File: config.mk
export PLATFORM = sky130hd
export DESIGN_NAME = r4_bfly_sched
export DESIGN_NICKNAME = d
export VERILOG_FILES = /design/src/rtl/r4_bfly_sched.sv
export SDC_FILE = /design/constraint.sdc
export NUM_CORES = 1
export LEC_CHECK = 0
export BUFFER_PORTS_ARGS = -buffer_cell sky130_fd_sc_hd__clkbuf_2
export CAP_MARGIN = 10
export CORE_AREA = 2 2 333 335
export CTS_CLUSTER_SIZE = 20
export DETAILED_ROUTE_END_ITERATION = 8
export DIE_AREA = 0 0 335 337
export PLACE_DENSITY_LB_ADDON = 0.2
export SLEW_MARGIN = 20
export SYNTH_ARGS = -nofsm -noshare
export SYNTH_HDL_FRONTEND = slang
export SYNTH_SLANG_ARGS = --single-unit
File: constraint.sdc
create_clock -name clk -period 1.8 [get_ports clk]
set_clock_uncertainty 0.05 [all_clocks]
set_input_delay 0 -clock clk [delete_from_list [all_inputs] [get_ports clk]]
set_output_delay 0 -clock clk [all_outputs]
set_load 0.005 [all_outputs]
File: src/rtl/r4_bfly_sched.sv
// Sequencer around one shared combinational radix-4 butterfly: gathers a,b,c,d, fetches twiddles, emits out0..out3.
// Optional BFLY_SCALE_EN: results are scaled by 1/4 (round-half-up) before emission.
module r4_bfly_sched #(
  parameter int N         = 64,
  parameter int LOG2N     = 6,
  parameter int TW_STRIDE = 1
) (
  input  logic                    clk,
  input  logic                    rst_n,
  input  logic                    in_valid,
  output logic                    in_ready,
  input  logic signed [31:0]      in_re,
  input  logic signed [31:0]      in_im,
  output logic                    out_valid,
  input  logic                    out_ready,
  output logic signed [31:0]      out_re,
  output logic signed [31:0]      out_im,
  output logic                    out_last,
  output logic                    tw_rd_en,
  output logic [LOG2N-1:0]        tw_addr0,
  output logic [LOG2N-1:0]        tw_addr1,
  output logic [LOG2N-1:0]        tw_addr2,
  input  logic signed [15:0]      tw0r,
  input  logic signed [15:0]      tw0i,
  input  logic signed [15:0]      tw1r,
  input  logic signed [15:0]      tw1i,
  input  logic signed [15:0]      tw2r,
  input  logic signed [15:0]      tw2i,
  output logic signed [31:0]      bf_ar,
  output logic signed [31:0]      bf_ai,
  output logic signed [31:0]      bf_br,
  output logic signed [31:0]      bf_bi,
  output logic signed [31:0]      bf_cr,
  output logic signed [31:0]      bf_ci,
  output logic signed [31:0]      bf_dr,
  output logic signed [31:0]      bf_di,
  output logic signed [15:0]      bf_w0r,
  output logic signed [15:0]      bf_w0i,
  output logic signed [15:0]      bf_w1r,
  output logic signed [15:0]      bf_w1i,
  output logic signed [15:0]      bf_w2r,
  output logic signed [15:0]      bf_w2i,
  input  logic signed [31:0]      bf_o0r,
  input  logic signed [31:0]      bf_o0i,
  input  logic signed [31:0]      bf_o1r,
  input  logic signed [31:0]      bf_o1i,
  input  logic signed [31:0]      bf_o2r,
  input  logic signed [31:0]      bf_o2i,
  input  logic signed [31:0]      bf_o3r,
  input  logic signed [31:0]      bf_o3i
);

  localparam int GW = LOG2N - 2;
  localparam logic [GW-1:0]    GMAX = GW'(N / 4 - 1);
  localparam logic [LOG2N-1:0] STR1 = LOG2N'(TW_STRIDE);
  localparam logic [LOG2N-1:0] STR2 = LOG2N'(2 * TW_STRIDE);
  localparam logic [LOG2N-1:0] STR3 = LOG2N'(3 * TW_STRIDE);

  typedef enum logic [1:0] {COLLECT, TWID, CALC, EMIT} state_t;

  state_t          state_q, state_d;
  logic [1:0]      cnt_q, cnt_d;
  logic [1:0]      idx_q, idx_d;
  logic [GW-1:0]   g_q, g_d;
  logic            accept, ld_w, ld_res;

  logic signed [31:0] op_re_q  [4];
  logic signed [31:0] op_im_q  [4];
  logic signed [15:0] w_re_q   [3];
  logic signed [15:0] w_im_q   [3];
  logic signed [31:0] res_re_q [4];
  logic signed [31:0] res_im_q [4];

  function automatic logic signed [31:0] scl(input logic signed [31:0] x);
`ifdef BFLY_SCALE_EN
    logic signed [32:0] t;
    logic signed [32:0] s;
    t = {x[31], x} + 33'sd2;
    s = t >>> 2;
    return s[31:0];
`else
    return x;
`endif
  endfunction

  always_ff @(posedge clk or negedge rst_n) begin
    if (!rst_n) begin
      state_q <= COLLECT;
      cnt_q   <= '0;
      idx_q   <= '0;
      g_q     <= '0;
    end else begin
      state_q <= state_d;
      cnt_q   <= cnt_d;
      idx_q   <= idx_d;
      g_q     <= g_d;
    end
  end

  always_comb begin
    state_d   = state_q;
    cnt_d     = cnt_q;
    idx_d     = idx_q;
    g_d       = g_q;
    in_ready  = 1'b0;
    out_valid = 1'b0;
    out_last  = 1'b0;
    tw_rd_en  = 1'b0;
    accept    = 1'b0;
    ld_w      = 1'b0;
    ld_res    = 1'b0;
    case (state_q)
      COLLECT: begin
        in_ready = 1'b1;
        if (in_valid) begin
          accept = 1'b1;
          cnt_d  = cnt_q + 2'd1;
          if (cnt_q == 2'd3) begin
            tw_rd_en = 1'b1;
            state_d  = TWID;
          end
        end
      end
      TWID: begin
        ld_w    = 1'b1;
        state_d = CALC;
      end
      CALC: begin
        ld_res  = 1'b1;
        idx_d   = 2'd0;
        state_d = EMIT;
      end
      EMIT: begin
        out_valid = 1'b1;
        out_last  = (idx_q == 2'd3) && (g_q == GMAX);
        if (out_ready) begin
          idx_d = idx_q + 2'd1;
          if (idx_q == 2'd3) begin
            g_d     = (g_q == GMAX) ? '0 : g_q + 1'b1;
            state_d = COLLECT;
          end
        end
      end
      default: state_d = COLLECT;
    endcase
  end

  // Operand slots double as the butterfly operand registers; they only move while collecting.
  always_ff @(posedge clk or negedge rst_n) begin
    if (!rst_n) begin
      for (int i = 0; i < 4; i++) begin
        op_re_q[i]  <= '0;
        op_im_q[i]  <= '0;
        res_re_q[i] <= '0;
        res_im_q[i] <= '0;
      end
      for (int i = 0; i < 3; i++) begin
        w_re_q[i] <= '0;
        w_im_q[i] <= '0;
      end
    end else begin
      if (accept) begin
        op_re_q[cnt_q] <= in_re;
        op_im_q[cnt_q] <= in_im;
      end
      if (ld_w) begin
        w_re_q[0] <= tw0r;
        w_im_q[0] <= tw0i;
        w_re_q[1] <= tw1r;
        w_im_q[1] <= tw1i;
        w_re_q[2] <= tw2r;
        w_im_q[2] <= tw2i;
      end
      if (ld_res) begin
        res_re_q[0] <= scl(bf_o0r);
        res_im_q[0] <= scl(bf_o0i);
        res_re_q[1] <= scl(bf_o1r);
        res_im_q[1] <= scl(bf_o1i);
        res_re_q[2] <= scl(bf_o2r);
        res_im_q[2] <= scl(bf_o2i);
        res_re_q[3] <= scl(bf_o3r);
        res_im_q[3] <= scl(bf_o3i);
      end
    end
  end

  // Address products wrap naturally in LOG2N bits, i.e. mod N.
  logic [LOG2N-1:0] gx;
  assign gx       = LOG2N'(g_q);
  assign tw_addr0 = gx * STR1;
  assign tw_addr1 = gx * STR2;
  assign tw_addr2 = gx * STR3;

  assign out_re = res_re_q[idx_q];
  assign out_im = res_im_q[idx_q];

  assign bf_ar  = op_re_q[0];
  assign bf_ai  = op_im_q[0];
  assign bf_br  = op_re_q[1];
  assign bf_bi  = op_im_q[1];
  assign bf_cr  = op_re_q[2];
  assign bf_ci  = op_im_q[2];
  assign bf_dr  = op_re_q[3];
  assign bf_di  = op_im_q[3];
  assign bf_w0r = w_re_q[0];
  assign bf_w0i = w_im_q[0];
  assign bf_w1r = w_re_q[1];
  assign bf_w1i = w_im_q[1];
  assign bf_w2r = w_re_q[2];
  assign bf_w2i = w_im_q[2];

endmodule

==> flow_metrics.env, run 1 <==
export IMPL_grt_overflow=0
export IMPL_pin_count=858
export IMPL_cpPeakStageDelay_ns=0.52
export IMPL_final_common_cell="clkbuf_2"
export IMPL_wl_per_cell_um=20.7
export IMPL_clkTransAtPathRegs_ns=0.06
export IMPL_p_leak_nw=18.9
export IMPL_fin_area_mm2=0.0403
export IMPL_cts_root_buf="clkbuf_16"
export IMPL_core_mm2=0.110
export IMPL_cts_buffer_depth=3
export IMPL_min_period_over_period_pct=120
export IMPL_cp_slowest_cell="mux4_2"
export IMPL_syn_avg_cell_area_um2=17.4
export IMPL_cts_sinks=618
export IMPL_top_regs="res_im_q x128, res_re_q x128"
export IMPL_yosysWarnings=0
export IMPL_ys_ff_latch=618
export IMPL_min_period_ns=2.17
export IMPL_clk_latency_ns=0.62
export IMPL_syn2layout_area_growth_pct=60.1
export IMPL_fp_row_count=122
export IMPL_setup_slack_ns=-0.368
export IMPL_grt_max_degree=74
export IMPL_cts_buffers_inserted=75
export IMPL_powerDensity_mw_per_mm2=1750
export IMPL_grt_pass1_wl_mm=127
export IMPL_synth_async_reset_ratio_pct=100
export IMPL_detailed_place_hpwl_mm=61.8
export IMPL_highest_signal_layer="met5"
export IMPL_cts_tree="done"
export IMPL_routabilityCongestion=0.789
export IMPL_failed_checks="negative setup slack"
export IMPL_setup_viol=77
export IMPL_dr_first_iter_drc_count=460
export IMPL_grt_total_usage_pct=15.1
export IMPL_max_cap_viol_count=0
export IMPL_status="complete, but fails checks"
export IMPL_wl_met2_mm=46.4
export IMPL_dr_wl_met3_mm=5.03
export IMPL_start_util_pct=23.0
export IMPL_die_w_um=335
export IMPL_cts_htree_levels=3
export IMPL_post_route_util_pct=36.7
export IMPL_startpoint_type="register"
export IMPL_dieArea_mm2=0.113
export IMPL_rsz0062_at_grt="true"
export IMPL_final_max_slew_viol_count=0
export IMPL_synthTopCellsByArea="dfrtp_1 61%, mux2_2 24%, mux4_2 5.7%"
export IMPL_ir_drop_mv=0.955
export IMPL_fin_nets=3315
export IMPL_cp_cell_sequence="buf_12 -> buf_12 -> mux4_2 -> buf_8"
export IMPL_synth_edff_count=0
export IMPL_ys_seq_area_share_pct=61.5
export IMPL_postRouteAntennaNets=0
export IMPL_cp_depth=4
export IMPL_postSynthCellCount=1447
export IMPL_crit_required_ns=1.75
export IMPL_crit_family="multiplexers"
export IMPL_via_count=18060
export IMPL_crit_top_cell="buf_12"
export IMPL_viasPerCell=4.13
export IMPL_first_global_vias=19884
export IMPL_reg2reg_depth=8
export IMPL_wl_met1_mm=35.8
export IMPL_clock_fmax_mhz=461
export IMPL_wl_mm=90.3
export IMPL_hold_viol_final=0
export IMPL_hold_path_class="input pin to register"
export IMPL_final_cell_mix="840 x clkbuf_2, 614 x dfrtp_1, 488 x mux2_2"
export IMPL_syn_area_mm2=0.0252
export IMPL_worstSetupEndpointType="primary output"
export IMPL_cp_max_fo=13
export IMPL_dpl_cell_area_mm2=0.0317
export IMPL_antenna_found_initial=9
export IMPL_hold_path_depth=3
export IMPL_remaining_drc_errors=0
export IMPL_ys_types=28
export IMPL_synthFlopType="dfrtp_1"
export IMPL_drt_pass1_iterations=6
export IMPL_n_fill_cell=10621
export IMPL_synth_largest_area_cell="dfrtp_1"
export IMPL_layout_drive_gt1_share_pct=62.5
export IMPL_die_h_um=337
export IMPL_portBuffers=853
export IMPL_worstSetupPathType="register to primary output"
export IMPL_cp_arrival_ns=2.12
export IMPL_crit_buf_inv=3
export IMPL_netlist_area_leader_share_pct=61.5
## timing repair
action	4_1_cts	5_1_grt
pin swaps	8	7
endpoints found under the hold margin	1216	0
cloned	13	18
buffers inserted	35	17
gates resized for setup	72	110
hold buffers	420	0
endpoints found under the setup margin	530	330
## worst reg2reg max path, delay by kind of cell (launching register included)
kind,cells,cell delay (ns)
muxes,1,0.35
adders and majority gates,1,0.14
buffers and inverters,4,0.46
DFF,1,0.44
AOI/OAI and AO/OA,1,0.21
and+or+nand+nor,1,0.08
## kinds of logic (layout without fill, tap and decap cells)
logic type               Yosys count  after routing  synth area share (%)
flip-flops                       618            618                  61.5
AO/OA/AOI/OAI                     12             12                 0.308
multiplexers                     677            677                  33.9
buffers and inverters             98           1584                  2.86
other                              1             14                0.0149
AND/OR/NAND/NOR                   21             21                 0.527
adder cells (fa/ha/maj)           16             16                 0.796
XOR/XNOR                           4              4                 0.139
## report_power, final
group,internal (W),switching [W]
logic,0.0180,0.0120
clock network,0.00927,0.00621
registers,0.0210,0.00390
## cells in the mapped netlist, types with 4 or more instances
library cell / n
o21ai_0: 4
mux2_1: 16
mux2_2: 546
nand2_1: 11
inv_1: 7
buf_6: 23
buf_2: 29
buf_4: 38
dfrtp_1: 618
ha_1: 16
mux4_2: 64
mux2_4: 49
## layer usage
layer,GRT usage [%],vias up
li1,-,8133
met1,17.3,9177
met2,27.0,589
met3,3.47,159
met4,6.35,2
met5,0,-
## layout make-up
cell class	count	area (um^2)	area share, %
Clock inverter	29	327	0.811
Antenna cell	10	25.0	0.0621
Multi-Input combinational cell	734	9370	23.3
Tap cell	1426	1780	4.43
Clock buffer	105	2200	5.47
Sequential cell	618	15500	38.4
Inverter	7	26.3	0.0652
Timing Repair Buffer	1443	11100	27.5
## stage by stage
step	instances	total power [W]	hold WS [ns]	setup WS, ns	setup TNS [ns]
floorplan	1450	0.0386	-0.346	0.110	0
global placement	3733	0.0501	-0.0668	-0.134	-27.71
detailed placement	3733	0.0508	-0.0664	-0.123	-25.32
CTS	4335	0.0693	0.00546	-0.514	-30.85
global route	4369	0.0745	0.0428	-0.497	-31.10
finish	4372	0.0704	0.0840	-0.368	-21.13
## final timing paths
| kind | end | slack, ns | from |
|---|---|---|---|
| worst max-delay path | out_im[22] | -0.37 | idx_q[0] |
| worst min-delay path | res_im_q[69] | 0.08 | bf_o1i[5] |
| worst max register to register | state_q[1] | -0.02 | idx_q[0] |
| worst min register to register | bf_ci[16] | 0.44 | bf_ci[16] |
| max in group asynchronous | bf_cr[13] | 0.87 | rst_n |
| min in group asynchronous | bf_w2i[7] | 0.19 | rst_n |
(Power assumes the default switching activity.)
==> run 2: changes to the inputs <==
--- a/config.mk
+++ b/config.mk
@@ -7,10 +7,10 @@
 export LEC_CHECK = 0
 export BUFFER_PORTS_ARGS = -buffer_cell sky130_fd_sc_hd__clkbuf_2
 export CAP_MARGIN = 10
-export CORE_AREA = 2 2 333 335
+export CORE_AREA = 2 2 331 333
 export CTS_CLUSTER_SIZE = 20
 export DETAILED_ROUTE_END_ITERATION = 8
-export DIE_AREA = 0 0 335 337
+export DIE_AREA = 0 0 333 335
 export PLACE_DENSITY_LB_ADDON = 0.2
 export SLEW_MARGIN = 20
 export SYNTH_ARGS = -nofsm -noshare
==> flow_metrics.env, run 2 (synthesis results as in run 1) <==
export IMPL_drt_pass1_iterations=6
export IMPL_pwr_share_comb_pct=41.8
export IMPL_remaining_drc_errors=0
export IMPL_final_common_cell="clkbuf_2"
export IMPL_status="complete, but fails checks"
export IMPL_setup_slack_ns=-0.396
export IMPL_start_util_pct=23.3
export IMPL_p_leak_nw=18.5
export IMPL_seqPwrFrac_pct=36.2
export IMPL_min_period_over_period_pct=122
export IMPL_hold_viol_final=0
export IMPL_grt_max_degree=70
export IMPL_ir_drop_mv=1.07
export IMPL_min_period_ns=2.20
export IMPL_wl_per_cell_um=19.8
export IMPL_cts_tree="done"
export IMPL_n_fill_cell=10530
export IMPL_power_share_switching_pct=31.2
export IMPL_stdcell_count=4316
export IMPL_finalSetupTns_ns=-20.73
export IMPL_crit_required_ns=1.75
export IMPL_worstSetupPathType="register to primary output"
export IMPL_first_global_vias=20354
export IMPL_failed_checks="negative setup slack"
export IMPL_layout_drive_gt1_share_pct=61.7
export IMPL_viasPerCell=4.17
export IMPL_die_h_um=335
export IMPL_max_cap_viol_count=0
export IMPL_core_mm2=0.108
export IMPL_internal_power_w=0.0470
export IMPL_routabilityCongestion=0.809
export IMPL_fin_area_mm2=0.0394
export IMPL_hold_path_class="input pin to register"
export IMPL_dieArea_mm2=0.112
export IMPL_cts_htree_levels=3
export IMPL_via_count=17993
export IMPL_fp_row_count=121
export IMPL_top_regs="res_im_q x128, res_re_q x128"
export IMPL_fin_nets=3277
export IMPL_pin_count=858
export IMPL_postRouteAntennaNets=0
export IMPL_clock_fmax_mhz=455
export IMPL_hold_path_depth=3
export IMPL_power_frac_clock_pct=22.0
export IMPL_max_slew_margin_pct=62.6
export IMPL_antenna_found_initial=8
export IMPL_tightestPinTransition_ns=0.562
export IMPL_cts_buffer_depth=3
export IMPL_grt_pass1_wl_mm=123
export IMPL_grt_total_usage_pct=14.4
export IMPL_power_total_w=0.0683
export IMPL_final_cell_mix="847 x clkbuf_2, 612 x dfrtp_1, 504 x mux2_2"
export IMPL_clk_latency_ns=0.62
export IMPL_detailed_place_hpwl_mm=60.5
export IMPL_portBuffers=853
export IMPL_cts_root_buf="clkbuf_16"
export IMPL_seq_area_mm2=0.0155
export IMPL_multi_input_area_mm2=0.00930
export IMPL_reg2reg_depth=8
export IMPL_wl_mm=85.4
export IMPL_dr_first_iter_drc_count=493
export IMPL_final_max_slew_viol_count=0
export IMPL_holdWs_ns=0.101
export IMPL_dpl_cell_area_mm2=0.0316
export IMPL_p_switching_w=0.0213
export IMPL_setup_viol=68
export IMPL_cp_arrival_ns=2.15
export IMPL_cts_sinks=618
export IMPL_die_w_um=333
export IMPL_place_inst=3712
export IMPL_grt_overflow=0
export IMPL_rsz0062_at_grt="true"
export IMPL_startpoint_type="register"
export IMPL_cts_buffers_inserted=75
export IMPL_powerDensity_mw_per_mm2=1730
export IMPL_clkTransAtPathRegs_ns=0.06
export IMPL_syn2layout_area_growth_pct=56.7
export IMPL_worstSetupEndpointType="primary output"
export IMPL_cp_max_fo=11
## run 2: cell count changes in the layout (fill, tap and decap cells not counted), moves of 4 or more
cell and delta:
clkbuf_8 -5, buf_6 -10, mux2_2 +16, buf_4 -12, buf_16 -9, clkbuf_2 +7
buf_8 -4, mux2_4 -16, buf_12 -7, clkbuf_1 +5
## run 2: path summary, 6_finish.rpt
| kind | slack [ns] | endpoint | from |
|---|---|---|---|
| max in group asynchronous | 0.94 | bf_w1i[8] | rst_n |
| setup reg to reg | -0.02 | bf_ai[10] | state_q[0] |
| setup / recovery | -0.40 | out_re[24] | idx_q[0] |
| hold reg to reg | 0.44 | bf_ci[16] | bf_ci[16] |
| min in group asynchronous | 0.15 | res_re_q[40] | rst_n |
| hold / removal | 0.10 | res_im_q[65] | bf_o1i[1] |
## run 2: through the flow
stage / worst slack (ns) / util (%)
after floorplan: 0.110 / -
after global routing: -0.490 / 36.5
after global placement: -0.0149 / 29.2
after detailed placement: 0.0145 / 29.2
after CTS: -0.493 / 35.7
final: -0.396 / 36.5
## run 2: routing by layer
layer	GRT usage, %	up-vias	share of wire, %
li1	-	8059	-
met5	0	-	0
met1	15.7	9161	38
met2	25.9	586	52
met3	3.57	187	5.1
met4	7.58	0	5.1
## run 2: critical path, cell delays in order (launching register included)
cell	delay (ns)
dfrtp_4	0.46
buf_12	0.17
buf_12	0.14
mux4_2	0.56
clkbuf_2	0.15
## run 2: area by class of cell
cell class,count,share of cell area (%)
timing repair buffer,1404,26.4
sequential,618,39.3
antenna,7,0.0444
tap,1414,4.49
clock inverter,25,0.689
multi-input combinational,735,23.6
inverter,7,0.0667
clock buffer,106,5.49
## run 2: power groups by stage
stage / clock network, W / registers [W] / logic (W)
after floorplan: 0 / 0.0243 / 0.0143
after global placement: 0 / 0.0246 / 0.0251
after detailed placement: 0 / 0.0249 / 0.0257
after CTS: 0.0156 / 0.0247 / 0.0270
after global routing: 0.0162 / 0.0256 / 0.0306
final: 0.0150 / 0.0247 / 0.0285
## run 2: repair_timing
item                                    in CTS  in global routing
hold buffers                               420                  0
pin swaps                                    6                  4
cloned                                       1                 21
buffers inserted                            16                  9
endpoints found under the hold margin     1236                  0
endpoints found under the setup margin     118                262
resized for setup                           37                 73
==> run 3: changes to the inputs <==
--- a/config.mk
+++ b/config.mk
@@ -5,12 +5,13 @@
 export SDC_FILE = /design/constraint.sdc
 export NUM_CORES = 1
 export LEC_CHECK = 0
+export ABC_AREA = 1
 export BUFFER_PORTS_ARGS = -buffer_cell sky130_fd_sc_hd__clkbuf_2
 export CAP_MARGIN = 10
-export CORE_AREA = 2 2 331 333
+export CORE_AREA = 2 2 332 334
 export CTS_CLUSTER_SIZE = 20
 export DETAILED_ROUTE_END_ITERATION = 8
-export DIE_AREA = 0 0 333 335
+export DIE_AREA = 0 0 334 336
 export PLACE_DENSITY_LB_ADDON = 0.2
 export SLEW_MARGIN = 20
 export SYNTH_ARGS = -nofsm -noshare
==> flow_metrics.env, run 3 <==
export IMPL_synthFlopType="dfrtp_1"
export IMPL_ys_top_cells_by_count="930 x nand2_1, 618 x dfrtp_1, 428 x o21ai_0"
export IMPL_routabilityCongestion=0.807
export IMPL_tightestPinTransition_ns=0.705
export IMPL_grt_total_usage_pct=16.7
export IMPL_hold_path_class="input pin to async pin"
export IMPL_drt_pass1_iterations=6
export IMPL_layout_drive_gt1_share_pct=31.9
export IMPL_core_mm2=0.108
export IMPL_synth_async_reset_ratio_pct=100
export IMPL_crit_required_ns=1.75
export IMPL_failed_checks="negative setup slack"
export IMPL_clk_latency_ns=0.64
export IMPL_grt_max_degree=96
export IMPL_dieArea_mm2=0.112
export IMPL_syn_avg_cell_area_um2=9.56
export IMPL_synth_largest_area_cell="dfrtp_1"
export IMPL_top_regs="res_im_q x128, res_re_q x128"
export IMPL_final_cell_mix="917 x nand2_1, 821 x clkbuf_2, 612 x dfrtp_1"
export IMPL_worstSetupEndpointType="primary output"
export IMPL_status="complete, but fails checks"
export IMPL_first_global_vias=23201
export IMPL_worstSetupPathType="register to primary output"
export IMPL_detailed_place_hpwl_mm=68.5
export IMPL_cts_sinks=618
export IMPL_cts_buffer_depth=3
export IMPL_power_total_w=0.0679
export IMPL_n_fill_cell=11015
export IMPL_powerDensity_mw_per_mm2=1700
export IMPL_min_period_over_period_pct=117
export IMPL_synthTopCellsByArea="dfrtp_1 61%, nand2_1 14%, o21ai_0 8.5%"
export IMPL_r2r_start="state_q[1]"
export IMPL_min_period_ns=2.10
export IMPL_max_cap_viol_count=0
export IMPL_fin_nets=4453
export IMPL_crit_start="idx_q[0]"
export IMPL_synth_edff_count=0
export IMPL_clkTransAtPathRegs_ns=0.06
export IMPL_cts_root_buf="clkbuf_16"
export IMPL_startpoint_type="register"
export IMPL_setup_viol=68
export IMPL_cts_tree="done"
export IMPL_ys_ff_latch=618
export IMPL_ys_seq_area_share_pct=61.1
export IMPL_wl_mm=97.1
export IMPL_die_h_um=336
export IMPL_syn2layout_area_growth_pct=58.3
export IMPL_ir_drop_mv=0.813
export IMPL_wl_per_cell_um=17.7
export IMPL_ys_types=22
export IMPL_setup_slack_ns=-0.297
export IMPL_postRouteAntennaNets=0
export IMPL_cts_buffers_inserted=77
export IMPL_dr_first_iter_drc_count=1087
export IMPL_max_slew_margin_pct=52.9
export IMPL_pin_count=858
export IMPL_cp_arrival_ns=2.05
export IMPL_post_route_util_pct=36.9
export IMPL_synth_most_common_cell="nand2_1"
export IMPL_rsz0062_at_grt="true"
export IMPL_syn_area_mm2=0.0253
export IMPL_netlist_area_leader_share_pct=61.1
export IMPL_start_util_pct=23.3
export IMPL_holdWs_ns=0.0114
export IMPL_p_leak_nw=20.2
export IMPL_clock_fmax_mhz=477
export IMPL_portBuffers=853
export IMPL_remaining_drc_errors=0
export IMPL_final_common_cell="nand2_1"
export IMPL_hold_viol_final=0
export IMPL_fp_row_count=121
export IMPL_via_count=23051
export IMPL_cp_max_fo=7
export IMPL_final_max_slew_viol_count=0
export IMPL_yosysWarnings=0
export IMPL_multi_input_area_mm2=0.00847
export IMPL_grt_overflow=0
export IMPL_antenna_found_initial=8
export IMPL_postSynthCellCount=2647
export IMPL_place_ws_ns=0.0638
export IMPL_die_w_um=334
export IMPL_seq_area_mm2=0.0155
export IMPL_cts_htree_levels=3
export IMPL_grt_pass1_wl_mm=144
export IMPL_place_inst=4836
export IMPL_viasPerCell=4.20
export IMPL_stdcell_count=5490
## run 3: changes by cell type in the layout (fill, tap and decap cells not counted), sizes merged, moves of 2 or more
| cell | previous run | this run |
|---|---|---|
| dlygate4sd3 | 419 | 473 |
| buf | 121 | 163 |
| mux2 | 611 | 96 |
| diode | 7 | 2 |
| mux4 | 64 | 0 |
| o21ai | 4 | 454 |
| a22oi | 2 | 0 |
| clkbuf | 970 | 936 |
| a21oi | 2 | 65 |
| o211ai | 0 | 63 |
| mux2i | 2 | 0 |
| nand2 | 11 | 935 |
| inv | 11 | 215 |
## run 3: worst paths after layout
| kind | endpoint | slack, ns | depth (start not counted) |
|---|---|---|---|
| hold reg to reg | res_re_q[127] | 0.42 | 2 |
| setup reg to reg | bf_w0r[14] | 0.13 | 5 |
| max in group asynchronous | bf_br[13] | 0.48 | 5 |
| min in group clk | res_im_q[33] | 0.06 | 4 |
| setup / recovery | out_re[6] | -0.30 | 7 |
| hold / removal | res_im_q[59] | 0.01 | 3 |
## run 3: layout make-up
type                    instances  share of cell area, %
inverters                     209                   1.98
clock inverters                25                  0.803
flip-flops and latches        618                   38.6
repair buffers               1462                   27.4
diodes                          2                 0.0125
clock buffers                 111                   5.55
well taps                    1414                   4.42
multi-input cells            1649                   21.1
## run 3: worst max-delay path, cell delays in order (launching register included)
cell      delay (ns)
dfrtp_4         0.48
buf_12          0.16
buf_12          0.14
buf_12          0.14
nand2_2         0.05
o211ai_1        0.19
nand2_1         0.12
clkbuf_2        0.12
## run 3: stage by stage
step,TNS (ns),cell area (um^2)
after detailed placement,0,31500
after global placement,0,31500
after floorplan,0,25300
after global routing,-22.75,40000
final,-14.96,40000
after CTS,-23.12,39700
## run 3: cells by family (layout without fill, tap and decap cells)
group	count (synthesis)	after routing	synth area share [%]
AOI/OAI and AO/OA	583	583	12.2
xor gates and xnor gates	3	3	0.104
adders and majority gates	16	16	0.791
buffers and inverters	384	1807	7.40
DFF	618	618	61.1
muxes	96	96	4.27
other	1	6	0.0148
and+or+nand+nor	946	947	14.1
## run 3: per-layer routing
| layer | part of all wire (%) | track usage [%] | up-vias | routed length (um) |
|---|---|---|---|---|
| met5 | 0.049 | 0 | - | 48 |
| met4 | 2.8 | 5.38 | 8 | 2720 |
| met3 | 6.7 | 4.54 | 148 | 6500 |
| met2 | 48 | 28.1 | 704 | 46400 |
| met1 | 43 | 20.8 | 10970 | 41400 |
| li1 | - | - | 11221 | - |
## run 3: timing repair
action	in CTS	in global routing
pin swaps	33	36
setup endpoints to repair	72	71
resized for setup	142	109
buffers inserted	19	14
hold buffers	473	0
cloned	10	5
hold endpoints to repair	1236	0
## run 3: power breakdown
part	internal [W]	total [W]	switching, W
clock	0.00912	0.0155	0.00643
combinational	0.0128	0.0283	0.0155
sequential	0.0206	0.0241	0.00344
total	0.0425	0.0679	0.0254
